## config.mk

```make
export PLATFORM = sky130hd
export DESIGN_NAME = ins_fetcher
export DESIGN_NICKNAME = d
export VERILOG_FILES = /design/src/rtl/ins_fetcher_pkg.sv /design/src/rtl/ins_fetcher_icache.sv /design/src/rtl/ins_fetcher.sv
export SDC_FILE = /design/constraint.sdc
export NUM_CORES = 2
export LEC_CHECK = 0
export ABC_AREA = 1
export BUFFER_PORTS_ARGS = -buffer_cell sky130_fd_sc_hd__buf_4
export CAP_MARGIN = 20
export CELL_PAD_IN_SITES_DETAIL_PLACEMENT = 1
export CELL_PAD_IN_SITES_GLOBAL_PLACEMENT = 2
export CORE_MARGIN = 1.5
export CORE_UTILIZATION = 42
export DETAILED_ROUTE_END_ITERATION = 8
export GPL_ROUTABILITY_DRIVEN = 1
export PLACE_DENSITY = 0.85
export SETUP_SLACK_MARGIN = 0.05
export SLEW_MARGIN = 10
export SYNTH_ARGS = -nofsm -noshare
export SYNTH_HDL_FRONTEND = slang
export SYNTH_SLANG_ARGS = --single-unit
export TNS_END_PERCENT = 5
```

## constraint.sdc

```tcl
create_clock -name clk_in -period 8.85 [get_ports clk_in]
set_input_delay 1.77 -clock clk_in [delete_from_list [all_inputs] [get_ports clk_in]]
set_output_delay 1.77 -clock clk_in [all_outputs]
set_load 0.01 [all_outputs]
```

## src/rtl/ins_fetcher_pkg.sv

```systemverilog
// Shared configuration and state encoding for the instruction fetch stage.
package ins_fetcher_pkg;

  localparam logic [31:0] DEF_RESET_PC       = 32'h0000_0000;
  localparam int unsigned DEF_ICACHE_IDX_BIT = 6;
  localparam int unsigned WORD_W             = 32;
  localparam int unsigned FETCH_STATE_W      = 2;

  typedef enum logic [FETCH_STATE_W-1:0] {
    FETCH = 2'd0,
    WAIT  = 2'd1,
    HOLD  = 2'd2,
    DRAIN = 2'd3
  } fetch_state_e;

endpackage

```

## src/rtl/ins_fetcher_icache.sv

```systemverilog
// Direct-mapped instruction cache, one word per line: combinational lookup,
// synchronous fill, valid bits cleared only by reset.
module ins_fetcher_icache
  import ins_fetcher_pkg::*;
#(
  parameter int unsigned IDX_BIT = DEF_ICACHE_IDX_BIT
) (
  input  logic                        clk_in,
  input  logic                        rst_in,
  input  logic [IDX_BIT-1:0]          rd_idx,
  input  logic [WORD_W-IDX_BIT-3:0]   rd_tag,
  output logic                        hit_c,
  output logic [WORD_W-1:0]           rd_data_c,
  input  logic                        we,
  input  logic [IDX_BIT-1:0]          wr_idx,
  input  logic [WORD_W-IDX_BIT-3:0]   wr_tag,
  input  logic [WORD_W-1:0]           wr_data
);

  localparam int unsigned LINES = 1 << IDX_BIT;
  localparam int unsigned TAG_W = WORD_W - IDX_BIT - 2;

  logic [LINES-1:0]  valid_q;
  logic [TAG_W-1:0]  tag_mem  [LINES];
  logic [WORD_W-1:0] data_mem [LINES];

  // Valid bits are the only cache state that needs a reset value.
  always_ff @(posedge clk_in or posedge rst_in) begin
    if (rst_in) begin
      valid_q <= '0;
    end else if (we) begin
      valid_q[wr_idx] <= 1'b1;
    end
  end

  always_ff @(posedge clk_in) begin
    if (we) begin
      tag_mem[wr_idx]  <= wr_tag;
      data_mem[wr_idx] <= wr_data;
    end
  end

  assign hit_c     = valid_q[rd_idx] && (tag_mem[rd_idx] == rd_tag);
  assign rd_data_c = data_mem[rd_idx];

endmodule

```

## src/rtl/ins_fetcher.sv

```systemverilog
// Instruction fetch stage: PC, icache lookup, miss handling toward the memory
// controller, and a one-entry instruction holding register for the decoder.
module ins_fetcher
  import ins_fetcher_pkg::*;
#(
  parameter logic [31:0] RESET_PC       = DEF_RESET_PC,
  parameter int unsigned ICACHE_IDX_BIT = DEF_ICACHE_IDX_BIT
) (
  input  logic        clk_in,
  input  logic        rst_in,
  input  logic        rdy_in,
  input  logic        dec_stall,
  input  logic [31:0] dec_next_pc,
  output logic        inst_valid,
  output logic [31:0] inst,
  output logic [31:0] inst_addr,
  input  logic        rob_clear,
  input  logic [31:0] rob_clear_pc,
  output logic        mem_req,
  output logic [31:0] mem_addr,
  input  logic        mem_ready,
  input  logic [31:0] mem_data
);

  localparam int unsigned IDX_HI = ICACHE_IDX_BIT + 1;
  localparam int unsigned TAG_W  = WORD_W - ICACHE_IDX_BIT - 2;

  fetch_state_e      state;
  logic [31:0]       pc;
  logic              hit_c;
  logic [WORD_W-1:0] line_c;
  logic              fill_c;

  // Any returned word is cached, whether presented or discarded by a flush.
  assign fill_c = rdy_in && mem_ready && ((state == WAIT) || (state == DRAIN));

  ins_fetcher_icache #(
    .IDX_BIT (ICACHE_IDX_BIT)
  ) u_icache (
    .clk_in    (clk_in),
    .rst_in    (rst_in),
    .rd_idx    (pc[IDX_HI:2]),
    .rd_tag    (pc[31:IDX_HI+1]),
    .hit_c     (hit_c),
    .rd_data_c (line_c),
    .we        (fill_c),
    .wr_idx    (mem_addr[IDX_HI:2]),
    .wr_tag    (TAG_W'(mem_addr[31:IDX_HI+1])),
    .wr_data   (mem_data)
  );

  always_ff @(posedge clk_in or posedge rst_in) begin
    if (rst_in) begin
      state      <= FETCH;
      pc         <= RESET_PC;
      inst_valid <= 1'b0;
      inst       <= '0;
      inst_addr  <= '0;
      mem_req    <= 1'b0;
      mem_addr   <= '0;
    end else if (rdy_in) begin
      if (rob_clear) begin
        // Flush: an outstanding request must still complete before refetching.
        inst_valid <= 1'b0;
        pc         <= rob_clear_pc;
        case (state)
          FETCH, HOLD: state <= FETCH;
          WAIT, DRAIN: begin
            if (mem_ready) begin
              mem_req <= 1'b0;
              state   <= FETCH;
            end else begin
              state   <= DRAIN;
            end
          end
        endcase
      end else begin
        case (state)
          FETCH: begin
            if (hit_c) begin
              inst       <= line_c;
              inst_addr  <= pc;
              inst_valid <= 1'b1;
              state      <= HOLD;
            end else begin
              mem_req  <= 1'b1;
              mem_addr <= pc;
              state    <= WAIT;
            end
          end
          WAIT: begin
            if (mem_ready) begin
              inst       <= mem_data;
              inst_addr  <= pc;
              inst_valid <= 1'b1;
              mem_req    <= 1'b0;
              state      <= HOLD;
            end
          end
          HOLD: begin
            if (!dec_stall) begin
              inst_valid <= 1'b0;
              pc         <= dec_next_pc;
              state      <= FETCH;
            end
          end
          DRAIN: begin
            if (mem_ready) begin
              mem_req <= 1'b0;
              state   <= FETCH;
            end
          end
        endcase
      end
    end
  end

endmodule

```

==> impl_metrics.yaml <==
finish:
  multi_input_area_mm2: 0.03329
  n_fill_cell: 35902
  final_common_cell: "edfxtp_1"
  final_cell_mix: "edfxtp_1 (3,584), nand2_1 (1,894), nand3_1 (1,585)"
  nNetsFinal: 11904
  seq_area_mm2: 0.1126
  syn_to_final_growth_pct: 12.80
  fin_cells: 16869
  drive_gt1_share_pct: 9.305
  utilization_pct: 47.71
yosys:
  syn-num-nets: 11913
  netlist_instances: 11811
  avgSynthCellArea_um2: 12.66
  syn-cell-area_mm2: 0.1495
  synth.distinct_cells: 29
  ys_seq_area_share_pct: 75.27
  yosysWarnings: 0
  synth-seq-cells: 3780
pwr:
  p_clk_share_pct: 31.6
  p_seq_share_pct: 42.0
  cellPowerDensity_mw_per_mm2: 307.5
  p_int_mw: 33.90
  p_total_mw: 51.85
  combPwrFrac_pct: 26.4
  swShare_pct: 34.63
  p_leak_nw: 56.64
  peakVddDrop_mv: 0.2276
  power_switching_mw: 17.96
detailed_routing:
  vias_per_cell: 6.229
  drt_iter0_drc: 13834
  firstDrtPassIters: 6
  vias: 105078
  ant_nets: 0
  drc: 0
  wire_per_inst_um: 32.08
  finalWirelength_um: 541200
setup_path:
  critPathKind: "reg -> reg"
  crit_fanout: 100
  reg2reg_depth: 18
  cp_data_required_time_ps: 9610
  reg2reg_slack_ps: 2310
  endpoint_kind: "flop"
  reg2reg_to: "inst_addr[7]$_DFFE_PP0P_"
  critical_path_arrival_ps: 7300
  reg2reg_from: "pc[2]$_DFFE_PP0P_"
  crit_path_start_kind: "flop"
cts:
  cts_hold_buffers: 0
  post_cts_resized: 0
  clk_latency_ps: 980
  ctsLongestPathBuffers: 4
  clk_pin_slew_ps: 60
  cts_tree: "yes"
  clock-sinks: 3780
  cts_max_level: 5
  cts_buffers: 393
  cts_setup_buffers: 0
  cts-root-buf: "clkbuf_16"
outcome:
  status: "finished clean"
floorplan:
  die_w_um: 599.6
  io-pin-count: 200
  die_h_um: 599.6
  die_area_mm2: 0.3595
  start_util_pct: 42.29
  coreArea_mm2: 0.3535
  row_count: 218
sta:
  relSlewSlack_pct: 11.61
  setup_ws_ps: 2314
  setup_tns_ps: 0
  setup_violations: 0
  finalCritPeriodShare_pct: 73.85
  worst_pin_slew_ps: 1326
  final_max_slew_viol_count: 0
  fmax_ghz: 0.1530
  hold_viol_final: 0
  fin_crit_ps: 6536
  rsz0062_at_grt: "no"
  finClkSkew_ps: 91.68
global_route:
  grt_pass1_wl_um: 766900
  grt_pass1_vias: 106972
  grt-ovfl-total: 0
  grt_util_all_layers_pct: 29.51
  grt_max_degree: 205
  antenna_found_initial: 24
flow_run:
  drv_cap: 0
placement:
  port-buffer-count: 199
  dp_hpwl_um: 275900
  gp_congestion: 0.8321
  placed_cells: 16134
  place_ws_ps: 2568
hold_path:
  holdPathEnd: "u_icache.valid_q[44]$_DFFE_PP0P_"
  holdPathStages: 2
  hp-class: "reg -> reg"
  timing.hold.worst.start: "u_icache.valid_q[44]$_DFFE_PP0P_"
[flip-flops by register name, summed over array words and instances, names as in the netlist, 2 cells and up]
register           cells
u_icache.tag_mem    1536
inst                  32
pc                    32
inst_addr             32
state                  2
u_icache.valid_q      64
mem_addr              32
u_icache.data_mem   2048
[area by class of cell]
| class | instances | area share (%) |
|---|---|---|
| diodes | 16 | 0.02374 |
| clock buffers | 496 | 6.271 |
| clock inverters | 220 | 1.144 |
| inverters | 76 | 0.2011 |
| multi-input cells | 7108 | 19.74 |
| flip-flops and latches | 3780 | 66.75 |
| well taps | 4730 | 3.509 |
| repair buffers | 443 | 2.356 |
[metal layers]
layer	up-vias	share of wire (%)	global-route usage, %
met2	5818	47	47.84
li1	43236	-	-
met3	1386	9.2	4.670
met1	54626	37	37.95
met4	12	6.2	16.67
met5	-	0.014	0
[cells by family after synthesis]
| family | count (synthesis) | share of synthesized area [%] |
|---|---|---|
| buf+inv | 923 | 2.805 |
| compound gates | 2170 | 8.080 |
| simple gates | 4926 | 13.77 |
| flops | 3780 | 75.27 |
| mux | 12 | 0.08035 |
[power by group through the flow]
stage / registers (mW) / clock network, mW / logic (mW)
finish: 21.8 / 16.4 / 13.7
global route: 21.8 / 17.1 / 14.7
CTS: 21.8 / 16.5 / 13.5
detailed placement: 22.1 / 0 / 13.4
global placement: 22.1 / 0 / 12.9
floorplan: 22.3 / 0 / 7.67
[synthesized netlist by cell type, drive strengths merged]
master	n	share of area [%]
a21oi	46	0.15
buf	457	1.6
o21ai	1435	4.8
or2	40	0.17
o221ai	99	0.58
o311ai	8	0.047
nand3	1586	5.3
o31ai	1	0.0050
mux2i	12	0.080
a31oi	34	0.14
dfrtp	196	3.3
nand2	1895	4.8
o21bai	5	0.025
edfxtp	3584	72
nor2	1401	3.5
o211ai	35	0.18
clkinv	1	0.0025
clkbuf	390	0.98
o22ai	492	2.1
nor3	4	0.013
inv	75	0.19
o32ai	15	0.088
[worst max-delay path by stage]
stage                 startpoint                        to  slack [ps]
2_1_floorplan             rst_in       inst[0]$_DFFE_PP0P_        1740
3_3_place_gp   pc[2]$_DFFE_PP0P_      inst[26]$_DFFE_PP0P_        2780
3_5_place_dp   pc[2]$_DFFE_PP0P_       inst[6]$_DFFE_PP0P_        2570
4_1_cts        pc[2]$_DFFE_PP0P_  inst_addr[2]$_DFFE_PP0P_        2560
5_1_grt        pc[2]$_DFFE_PP0P_  inst_addr[2]$_DFFE_PP0P_        2130
6_report       pc[2]$_DFFE_PP0P_  inst_addr[7]$_DFFE_PP0P_        2310
[critical path, cell delays in order (launching register included)]
cell and delay (ps):
dfrtp_4 1020, buf_4 950, buf_4 760, a21oi_1 140, o21ai_0 140, nand3_1 120, nand3_1 200, nand3_1 110
nand3_1 440, nand3_1 150, nor2_1 170, nand2_1 140, nor2_1 140, nand3_1 310, nand2_1 230, nand2_4 400
buf_12 430, nand2_1 120, o21ai_1 80
[through the flow]
step | area, µm² | hold WS (ps)
5_1_grt | 168600 | 478.0
3_3_place_gp | 155900 | 436.7
3_5_place_dp | 156000 | 447.7
4_1_cts | 168500 | 461.3
6_report | 168600 | 462.8
2_1_floorplan | 149500 | 424.0
Note: power is estimated with default switching activity, not from simulation.
